==> src/rtl/tick_divider_bank.sv <==
// NUM_CH independent programmable clock dividers with boundary-safe divisor reload and global phase restart.
// Optional readback ports (div_rdata, div_pend) are built when TICK_DIV_READBACK_EN is defined.
module tick_divider_bank #(
    parameter int CLK_FREQ_HZ = 25_000_000,
    parameter int NUM_CH      = 4,
    parameter int CNT_W       = 26,
    parameter int CH_IDX_W    = 3
) (
    input  logic                clk_25MHz,
    input  logic                rst_n,
    input  logic [NUM_CH-1:0]   ch_en,
    input  logic                sync_restart,
    input  logic                div_wr,
    input  logic [CH_IDX_W-1:0] div_ch,
    input  logic [CNT_W-1:0]    div_val,
    output logic [NUM_CH-1:0]   clk_out,
    output logic [NUM_CH-1:0]   tick
`ifdef TICK_DIV_READBACK_EN
    ,
    output logic [CNT_W-1:0]    div_rdata,
    output logic [NUM_CH-1:0]   div_pend
`endif
);

    // Channel i defaults to max(2, CLK_FREQ_HZ / 10**i): 1 Hz, 10 Hz, 100 Hz, ...
    function automatic logic [CNT_W-1:0] reset_div(input int idx);
        longint q;
        q = longint'(CLK_FREQ_HZ);
        for (int k = 0; k < idx; k++) begin
            q = q / 10;
        end
        if (q < 2) begin
            q = 2;
        end
        return CNT_W'(q);
    endfunction

    logic [CNT_W-1:0] w_div_clamped;

    assign w_div_clamped = (div_val < CNT_W'(2)) ? CNT_W'(2) : div_val;

`ifdef TICK_DIV_READBACK_EN
    logic [CNT_W-1:0] w_div_act [NUM_CH];

    always_comb begin
        div_rdata = '0;
        for (int i = 0; i < NUM_CH; i++) begin
            if (32'(div_ch) == i) begin
                div_rdata = w_div_act[i];
            end
        end
    end
`else
    // No readback path in this build; channel logic below is unchanged.
`endif

    genvar gi;
    generate
        for (gi = 0; gi < NUM_CH; gi++) begin : g_ch
            localparam logic [CNT_W-1:0] RST_DIV = reset_div(gi);

            logic [CNT_W-1:0] r_cnt;
            logic [CNT_W-1:0] r_div_act;
            logic [CNT_W-1:0] r_div_shd;
            logic             r_pend;
            logic             r_clk_out;
            logic             r_tick;

            logic             w_wr_hit;
            logic             w_wrap;
            logic [CNT_W-1:0] w_cnt_inc;
            logic [CNT_W-1:0] w_half;

            // Out-of-range indices never match any generated channel, so such writes vanish.
            assign w_wr_hit  = div_wr && (32'(div_ch) == gi);
            assign w_wrap    = (r_cnt == (r_div_act - CNT_W'(1)));
            assign w_cnt_inc = r_cnt + CNT_W'(1);
            assign w_half    = (r_div_act >> 1) + {{(CNT_W-1){1'b0}}, r_div_act[0]};

            always_ff @(posedge clk_25MHz) begin
                if (!rst_n) begin
                    r_cnt     <= '0;
                    r_div_act <= RST_DIV;
                    r_div_shd <= RST_DIV;
                    r_pend    <= 1'b0;
                    r_clk_out <= 1'b0;
                    r_tick    <= 1'b0;
                end else if (sync_restart || !ch_en[gi]) begin
                    // Held at phase 0: no period is running, so divisors may change at once.
                    r_cnt     <= '0;
                    r_clk_out <= 1'b0;
                    r_tick    <= 1'b0;
                    r_pend    <= 1'b0;
                    if (w_wr_hit) begin
                        r_div_act <= w_div_clamped;
                        r_div_shd <= w_div_clamped;
                    end else if (r_pend) begin
                        r_div_act <= r_div_shd;
                    end
                end else if (w_wrap) begin
                    r_cnt     <= '0;
                    r_clk_out <= 1'b1;
                    r_tick    <= 1'b1;
                    if (r_pend) begin
                        r_div_act <= r_div_shd;
                    end
                    // A write landing on the wrap edge waits for the following wrap.
                    r_pend <= w_wr_hit;
                    if (w_wr_hit) begin
                        r_div_shd <= w_div_clamped;
                    end
                end else begin
                    r_cnt     <= w_cnt_inc;
                    r_clk_out <= (w_cnt_inc < w_half);
                    r_tick    <= 1'b0;
                    if (w_wr_hit) begin
                        r_div_shd <= w_div_clamped;
                        r_pend    <= 1'b1;
                    end
                end
            end

            assign clk_out[gi] = r_clk_out;
            assign tick[gi]    = r_tick;

`ifdef TICK_DIV_READBACK_EN
            assign w_div_act[gi] = r_div_act;
            assign div_pend[gi]  = r_pend;
`endif
        end
    endgenerate

endmodule

==> config.mk <==
export PLATFORM = sky130hd
export DESIGN_NAME = tick_divider_bank
export DESIGN_NICKNAME = d
export VERILOG_FILES = /design/src/rtl/tick_divider_bank.sv
export SDC_FILE = /design/constraint.sdc
export NUM_CORES = 1
export LEC_CHECK = 0
export CAP_MARGIN = 20
export CORE_MARGIN = 2
export CORE_UTILIZATION = 30
export DETAILED_ROUTE_END_ITERATION = 8
export PLACE_DENSITY_LB_ADDON = 0.3
export SETUP_SLACK_MARGIN = 0.3
export SLEW_MARGIN = 20
export SYNTH_ARGS = -nofsm -noshare
export SYNTH_HDL_FRONTEND = slang
export SYNTH_SLANG_ARGS = --single-unit
==> constraint.sdc <==
create_clock -name clk_25MHz -period 3.7 [get_ports clk_25MHz]
set_input_delay 0.555 -clock clk_25MHz [delete_from_list [all_inputs] [get_ports clk_25MHz]]
set_output_delay 0.555 -clock clk_25MHz [all_outputs]
set_load 0.03 [all_outputs]
Word level (Yosys, flattened, before mapping):

Cells that the tools add are included.
W data, S select, Z words.

* reductions and logical operators: 29
* $add $sub $neg: 12
* eq/ne operators: 7
* order comparisons: 5
* bitwise logic cells: 1
* muxes and demuxes: 33

Operator list (count)
* $mux W26: 17
* $add A25 B1 Y26: 4
* $add A26 B1 Y26 const B: 4
* $eq A26 B26 Y1: 4
* $lt A26 B26 Y1: 4
* $sub A26 B1 Y26 const B: 4
* $lt A26 B2 Y1 const B: 1
* $mux W1: 16
* $reduce_bool A2 Y1: 8
* $reduce_or A3 Y1: 4
* $reduce_or A2 Y1: 4
* $eq A3 B2 Y1 const B: 2
* $logic_and A1 B1 Y1: 4
* $logic_not A1 Y1: 4
* $logic_or A1 B1 Y1: 4
* $eq A3 B1 Y1 const B: 1
* $logic_not A3 Y1: 1
* $not A1 Y1: 1

* logic and storage cells: 111
* flip-flop bits (word level): 324
* input port bits: 37

Logic depth before layout (Yosys ltp):

Gate-level depths: netlist of run 1.

* word-level depth: 4
* mapped depth: 15
* depth with buffers taken out: 15

Least setup slack after synthesis of run 1:

No wires, ideal clock.

* path type: register to register
* from: register g_ch[3].r_div_act[0]
* to: register g_ch[3].r_cnt[10]
* required time: 3.572 ns
* library setup time: 0.128 ns
* path buffers: 2
* arrival: 3.253 ns
* slack: 0.319 ns
* stages on the path, launching flop included: 14
* path through: dfxtp_1 inv_1 ha_1 or3b_1 clkbuf_1 or3_1 a21oi_1 o21ai_0 or4b_1 nand4b_1 or3_1 nand3_1 clkbuf_1 nor2b_1

* cells in the longest elaborated chain, start to end: 3

Ends and longest elaborated chain
* start, declared: RTL line 63 `logic [CNT_W-1:0] r_div_act;`
* start signal, assigned: RTL line 95 `r_div_act <= w_div_clamped;`
* start signal, assigned: RTL line 98 `r_div_act <= r_div_shd;`
* start signal, assigned: RTL line 105 `r_div_act <= r_div_shd;`
* $sub A26 B1 Y26: RTL line 76 `assign w_wrap = (r_cnt == (r_div_act - CNT_W'(1)));`
* $eq A26 B26 Y1: RTL line 76
* $reduce_or A3 Y1 (no source line)
* end signal, assigned: RTL line 113 `r_cnt <= w_cnt_inc;`
* end, declared: RTL line 62 `logic [CNT_W-1:0] r_cnt;`

Every way passes these cells.
A chain may end at the register's enable or synchronous reset.

Final worst setup path of run 1:

* from: register g_ch[1].r_div_act[2]
* to: register g_ch[1].r_div_act[24]

* cells in the longest elaborated chain, start to end: 3

Ends and longest elaborated chain (RTL line)
* start, declared: 63
* start signal, assigned: 95
* start signal, assigned: 98
* start signal, assigned: 105
* $sub A26 B1 Y26: 76
* $eq A26 B26 Y1: 76
* $reduce_bool A2 Y1 (no source line)

Every way passes these cells.

==> results of run 1 <==
==> logic make-up (layout without fill, tap and decap cells) <==
kind of cell	Yosys count	in the layout	synth area share, %
AOI/OAI and AO/OA	527	528	18.2
other	0	1	0
muxes	7	7	0.331
buffers and inverters	317	349	5.90
xor gates and xnor gates	300	300	12.0
adders and majority gates	116	116	6.62
DFF	324	324	29.6
and+or+nand+nor	1159	1159	27.3
==> sequential cells by signal (all words and copies together) (netlist names) <==
name,flops
g_ch.r_div_act,104
g_ch.r_clk_out,4
g_ch.r_cnt,104
g_ch.r_tick,4
g_ch.r_div_shd,104
g_ch.r_pend,4
==> per-stage QoR <==
step           cell area [um^2]  hold WS [ns]  setup slack (ns)  std cells
2_1_floorplan             21900         0.431             0.319       2750
3_3_place_gp              23700         0.441            0.0857       3652
3_5_place_dp              23700         0.448            0.0810       3652
4_1_cts                   25300         0.369             0.267       3730
5_1_grt                   25700         0.421             0.245       3742
6_report                  25700         0.406             0.433       3743
==> layout make-up <==
class,instances,area (um^2)
multi-input combinational,2110,14500
clock buffer,53,1180
clock inverter,22,272
antenna,1,2.50
inverter,79,297
sequential,324,6520
fill,7624,46900
tap,959,1200
timing repair buffer,195,1700
==> how the worst max path moves through the flow <==
| stage | slack [ns] | endpoint | startpoint | cells after the start |
|---|---|---|---|---|
| 3_3_place_gp | 0.09 | g_ch[1].r_clk_out | g_ch[1].r_cnt[2] | 15 |
| 2_1_floorplan | 0.32 | g_ch[3].r_cnt[10] | g_ch[3].r_div_act[0] | 13 |
| 3_5_place_dp | 0.08 | g_ch[2].r_div_act[17] | g_ch[2].r_div_act[0] | 12 |
| 4_1_cts | 0.27 | g_ch[3].r_div_act[13] | g_ch[3].r_div_act[0] | 11 |
| 6_report | 0.43 | g_ch[1].r_div_act[24] | g_ch[1].r_div_act[2] | 9 |
| 5_1_grt | 0.24 | g_ch[3].r_clk_out | g_ch[3].r_cnt[1] | 15 |
==> cell usage after synthesis (all sizes together), types with 17 or more instances <==
library cell | count | area share (%)
buf | 48 | 1.3
and3 | 100 | 2.9
nand3 | 134 | 3.1
xnor2 | 187 | 7.5
xor2 | 113 | 4.5
o22a | 25 | 1.0
nor2b | 72 | 2.1
a31oi | 42 | 1.2
nand2 | 333 | 5.7
o211ai | 30 | 1.0
ha | 116 | 6.6
o21ai | 54 | 1.3
or4 | 17 | 0.60
a21oi | 70 | 1.6
nor4 | 44 | 1.5
a21o | 26 | 0.89
nor2 | 192 | 3.3
dfxtp | 324 | 30
nand2b | 18 | 0.51
inv | 79 | 1.4
a21boi | 72 | 2.5
o221a | 51 | 2.6
clkbuf | 190 | 3.3
nand3b | 31 | 1.1
nor3 | 62 | 1.4
o2bb2a | 18 | 0.82
nand4 | 68 | 2.0
==> routing by layer <==
| layer | track usage, % | wire length (um) |
|---|---|---|
| met4 | 4.25 | 1090 |
| met1 | 23.6 | 31100 |
| met3 | 2.21 | 3000 |
| met2 | 26.1 | 28500 |
| met5 | 0 | 0 |
==> power by group <==
| part | total, mW | leakage [nW] | switching (mW) | internal (mW) |
|---|---|---|---|---|
| clock | 4.35 | 0.720 | 1.68 | 2.67 |
| sequential | 3.63 | 2.63 | 0.0762 | 3.56 |
| combinational | 0.755 | 6.49 | 0.448 | 0.307 |
==> what timing repair did <==
item | 4_1_cts | 5_1_grt
pin swaps | 2 | 15
setup buffers | 2 | 10
gates resized for setup | 22 | 74
gates cloned | 1 | 2
setup endpoints to repair | 112 | 191
==> critical path: stages, from the launching register on <==
cell,delay [ns]
dfxtp_1,0.43
or4_4,0.65
o31ai_1,0.30
a21oi_1,0.14
nor4_1,0.25
nand4b_1,0.17
or4_4,0.59
o21a_1,0.22
buf_12,0.16
o221a_1,0.24
==> impl_metrics.ini, run 1 <==
[yosys]
synth_cell_types = 96
synth_seq_area_share_pct = 29.6
ys_warn_count = 0
synth_edf_count = 0
syn_avg_cell_area_um2 = 7.97
synth_ff_type = dfxtp_1
synth.net_count = 2903
synth_area_um2 = 21900
synthCells = 2750
synth-seq-cells = 324
async_flop_share_pct = 0

[sta]
setup-tns-final_ns = 0
relSlewSlack_pct = 28.1
fin_skew_ns = 0.0183
period_share_pct = 88.3
slew_viol_final = 0
fmaxAchievable_mhz = 306
rsz0062_at_grt = yes
setup_viol_count_final = 0
tightest_slew_ns = 1.08
fin_crit_ns = 3.27
hold_violations = 0

[clock_network]
htree_levels = 2
cts_root_buf = clkbuf_16
clk_path_buf_depth = 3
clkTransAtPathRegs_ns = 0.06
cts_tree = built
clkSinkCount = 324
cts_hold_buf = 0
cts_buffers = 41
clk_latency_ns = 0.58

[setup_path]
ff2ff_setup_slack_ns = 0.43
required_ns = 4.16
crit_type = flop to flop
worstPathArrival_ns = 3.73
cp-start-kind = flop
path_max_fanout = 26
reg2reg_to = g_ch[1].r_div_act[24]
r2r-start = g_ch[1].r_div_act[2]
critPathCaptureType = flop
worst_r2r_path_depth = 9

[floorplanning]
die_area_um2 = 75200
fp.coreArea_um2 = 72600
die_w_um = 274
ios = 45
start_util_pct = 30.2
row_count = 99
die_y_um = 274

[final_layout]
drive_gt1_share_pct = 13.6
layout_commonest_cell = nand2_1
areaGrowthSynthToFinish_pct = 17.1
final_net_count = 2904
most-common-layout-cells = nand2_1, dfxtp_1, xnor2_1, nor2_1, buf_4
utilization_pct = 35.4

[status]
status = completed

[detailed_routing]
wl_per_cell_um = 17.0
drtIter0Drc = 1198
routed_wl_um = 63700
drtPass1Iterations = 7
vias = 19400
drtAntennaViolNets = 0
via_per_inst = 5.18
route.detailed.drc = 0

[min_path]
hp-start = rst_n
hold_depth = 2
hold_end = g_ch[3].r_div_shd[3]
hp-class = input port to flop

[global_routing]
grt_max_degree = 75
grt_pass1_vias = 18100
grt_overflow = 0
grt_pass1_wl_um = 101000
grt_usage_pct = 16.5
antenna_found_initial = 1

[placed_design]
gp_congestion = 0.875
dpl.hpwl_um = 45700
port_buffers = 44

[flow_run]
drv_cap = 0

[pwr]
p_per_area_nw_per_um2 = 340
total_power_mw = 8.73
peakVddDrop_v = 0.000358
p_leak_nw = 9.84
No activity file was read; power rests on OpenSTA's default activity.
==> inputs of run 2 (changes only) <==
Settings changed: SKIP_CTS_REPAIR_TIMING set to 1.
==> run 2 against run 1 <==
- global-route usage barely moved
- utilization barely moved
- sequential cell count did not move
- critical path depth rose by 6
- final area barely moved
- register-to-register slack got worse by 0.02 ns
- clock skew barely moved
- combinational power barely moved
==> impl_metrics.ini, run 2 (synthesis gave the netlist of run 1 again) <==
[status]
status = completed

[global_routing]
grt_pass1_vias = 18000
grt_max_degree = 75
grt_overflow = 0
grt_usage_pct = 16.5
antenna_found_initial = 1
grt_pass1_wl_um = 100000

[min_path]
hp-class = input port to flop
hold_depth = 2

[detailed_routing]
drtPass1Iterations = 5
drtAntennaViolNets = 0
routed_wl_um = 64000
via_per_inst = 5.18
drtIter0Drc = 1134
route.detailed.drc = 0
vias = 19400
wl_per_cell_um = 17.1

[placed_design]
dpl.hpwl_um = 45700
gp_congestion = 0.875
place_ws_ns = 0.0810
port_buffers = 44

[clock_network]
clkTransAtPathRegs_ns = 0.06
clkSinkCount = 324
cts_tree = built
cts_root_buf = clkbuf_16
clk_path_buf_depth = 3
clk_latency_ns = 0.58
cts_buffers = 41
htree_levels = 2

[floorplanning]
start_util_pct = 30.2
die_y_um = 274
row_count = 99
die_w_um = 274
fp.coreArea_um2 = 72600
ios = 45
die_area_um2 = 75200

[setup_path]
crit_type = flop to flop
required_ns = 4.20
worstPathArrival_ns = 3.79
crit_path_top_delay_cell = dfxtp_2
cp-start-kind = flop
critPathMaxStageDelay_ns = 0.40
worst_r2r_path_depth = 15
path_cells = nand3_1 -> nor2_1 -> nand2_1 -> nor2_2 -> nand3_1 -> or3_1 -> nor2_1 -> xor2_1 -> ha_1 -> a21o_1 -> a21o_1 -> a21oi_1 -> o21ai_0 -> a211o_1 -> a21oi_1
critPathCaptureType = flop
path_max_fanout = 7

[pwr]
p_per_area_nw_per_um2 = 340
sequentialPowerShare_pct = 41.6
comb_power_share_pct = 8.7
p_sw_share_pct = 25.2
clockPowerShare_pct = 49.8
p_leak_nw = 9.84
p_switching_mw = 2.20
p_int_mw = 6.54
total_power_mw = 8.74
peakVddDrop_v = 0.000358

[final_layout]
fill_cells = 7622
final_net_count = 2905
areaGrowthSynthToFinish_pct = 17.1
drive_gt1_share_pct = 13.8
layout_commonest_cell = nand2_1
most-common-layout-cells = nand2_1, dfxtp_1, xnor2_1, nor2_1, buf_4
antenna_cells = 0
reg_top3 = g_ch.r_cnt: 104 flops, g_ch.r_div_act: 104 flops, g_ch.r_div_shd: 104 flops

[sta]
fin_skew_ns = 0.0178
slew_viol_final = 0
relSlewSlack_pct = 24.9
fin_crit_ns = 3.29
rsz0062_at_grt = yes
setup_ws_ns = 0.410
fmaxAchievable_mhz = 304
period_share_pct = 88.9
setup_viol_count_final = 0
setup-tns-final_ns = 0
timing.hold.ws_ns = 0.386
hold_violations = 0
tightest_slew_ns = 1.12

[flow_run]
drv_cap = 0
==> run 2: worst paths after layout <==
kind | startpoint | endpoint | slack, ns
setup / recovery | g_ch[0].r_cnt[2] | g_ch[0].r_clk_out | 0.41
hold reg to reg | g_ch[2].r_div_shd[11] | g_ch[2].r_div_shd[11] | 0.45
setup reg to reg | g_ch[0].r_cnt[2] | g_ch[0].r_clk_out | 0.41
hold / removal | rst_n | g_ch[3].r_div_shd[5] | 0.39
==> run 2: metal layers <==
layer	global-route usage, %	routed length [um]
met5	0	0
met4	4.42	1240
met1	23.6	31200
met3	2.18	3040
met2	25.9	28500
==> run 2: power by group through the flow <==
| stage | combinational, mW | clock [mW] | sequential [mW] |
|---|---|---|---|
| 3_5_place_dp | 0.727 | 0 | 3.71 |
| 6_report | 0.756 | 4.35 | 3.63 |
| 2_1_floorplan | 0.502 | 0 | 3.66 |
| 3_3_place_gp | 0.726 | 0 | 3.70 |
| 4_1_cts | 0.730 | 4.47 | 3.63 |
| 5_1_grt | 0.829 | 4.59 | 3.64 |
==> run 2: layout make-up <==
type | count | area [um^2] | share of cell area, %
Clock buffer | 53 | 1180 | 4.61
Clock inverter | 22 | 272 | 1.06
Inverter | 79 | 297 | 1.16
Multi-Input combinational cell | 2111 | 14500 | 56.5
Sequential cell | 324 | 6520 | 25.4
Tap cell | 959 | 1200 | 4.67
Timing Repair Buffer | 195 | 1700 | 6.63
==> run 2: metrics by stage <==
stage / instances / util (%) / area (um^2)
detailed placement: 3652 / 32.7 / 23700
global route: 3743 / 35.4 / 25700
finish: 3743 / 35.4 / 25700
global placement: 3652 / 32.7 / 23700
CTS: 3727 / 34.7 / 25200
floorplan: 2750 / - / 21900
==> run 2: critical path: cells and delay by family, from the launching register on <==
kind                     cells  cell delay (ns)
XOR/XNOR                     1             0.22
AND/OR/NAND/NOR              7             1.25
AO/OA/AOI/OAI                6             1.07
flip-flops                   1             0.40
adder cells (fa/ha/maj)      1             0.28
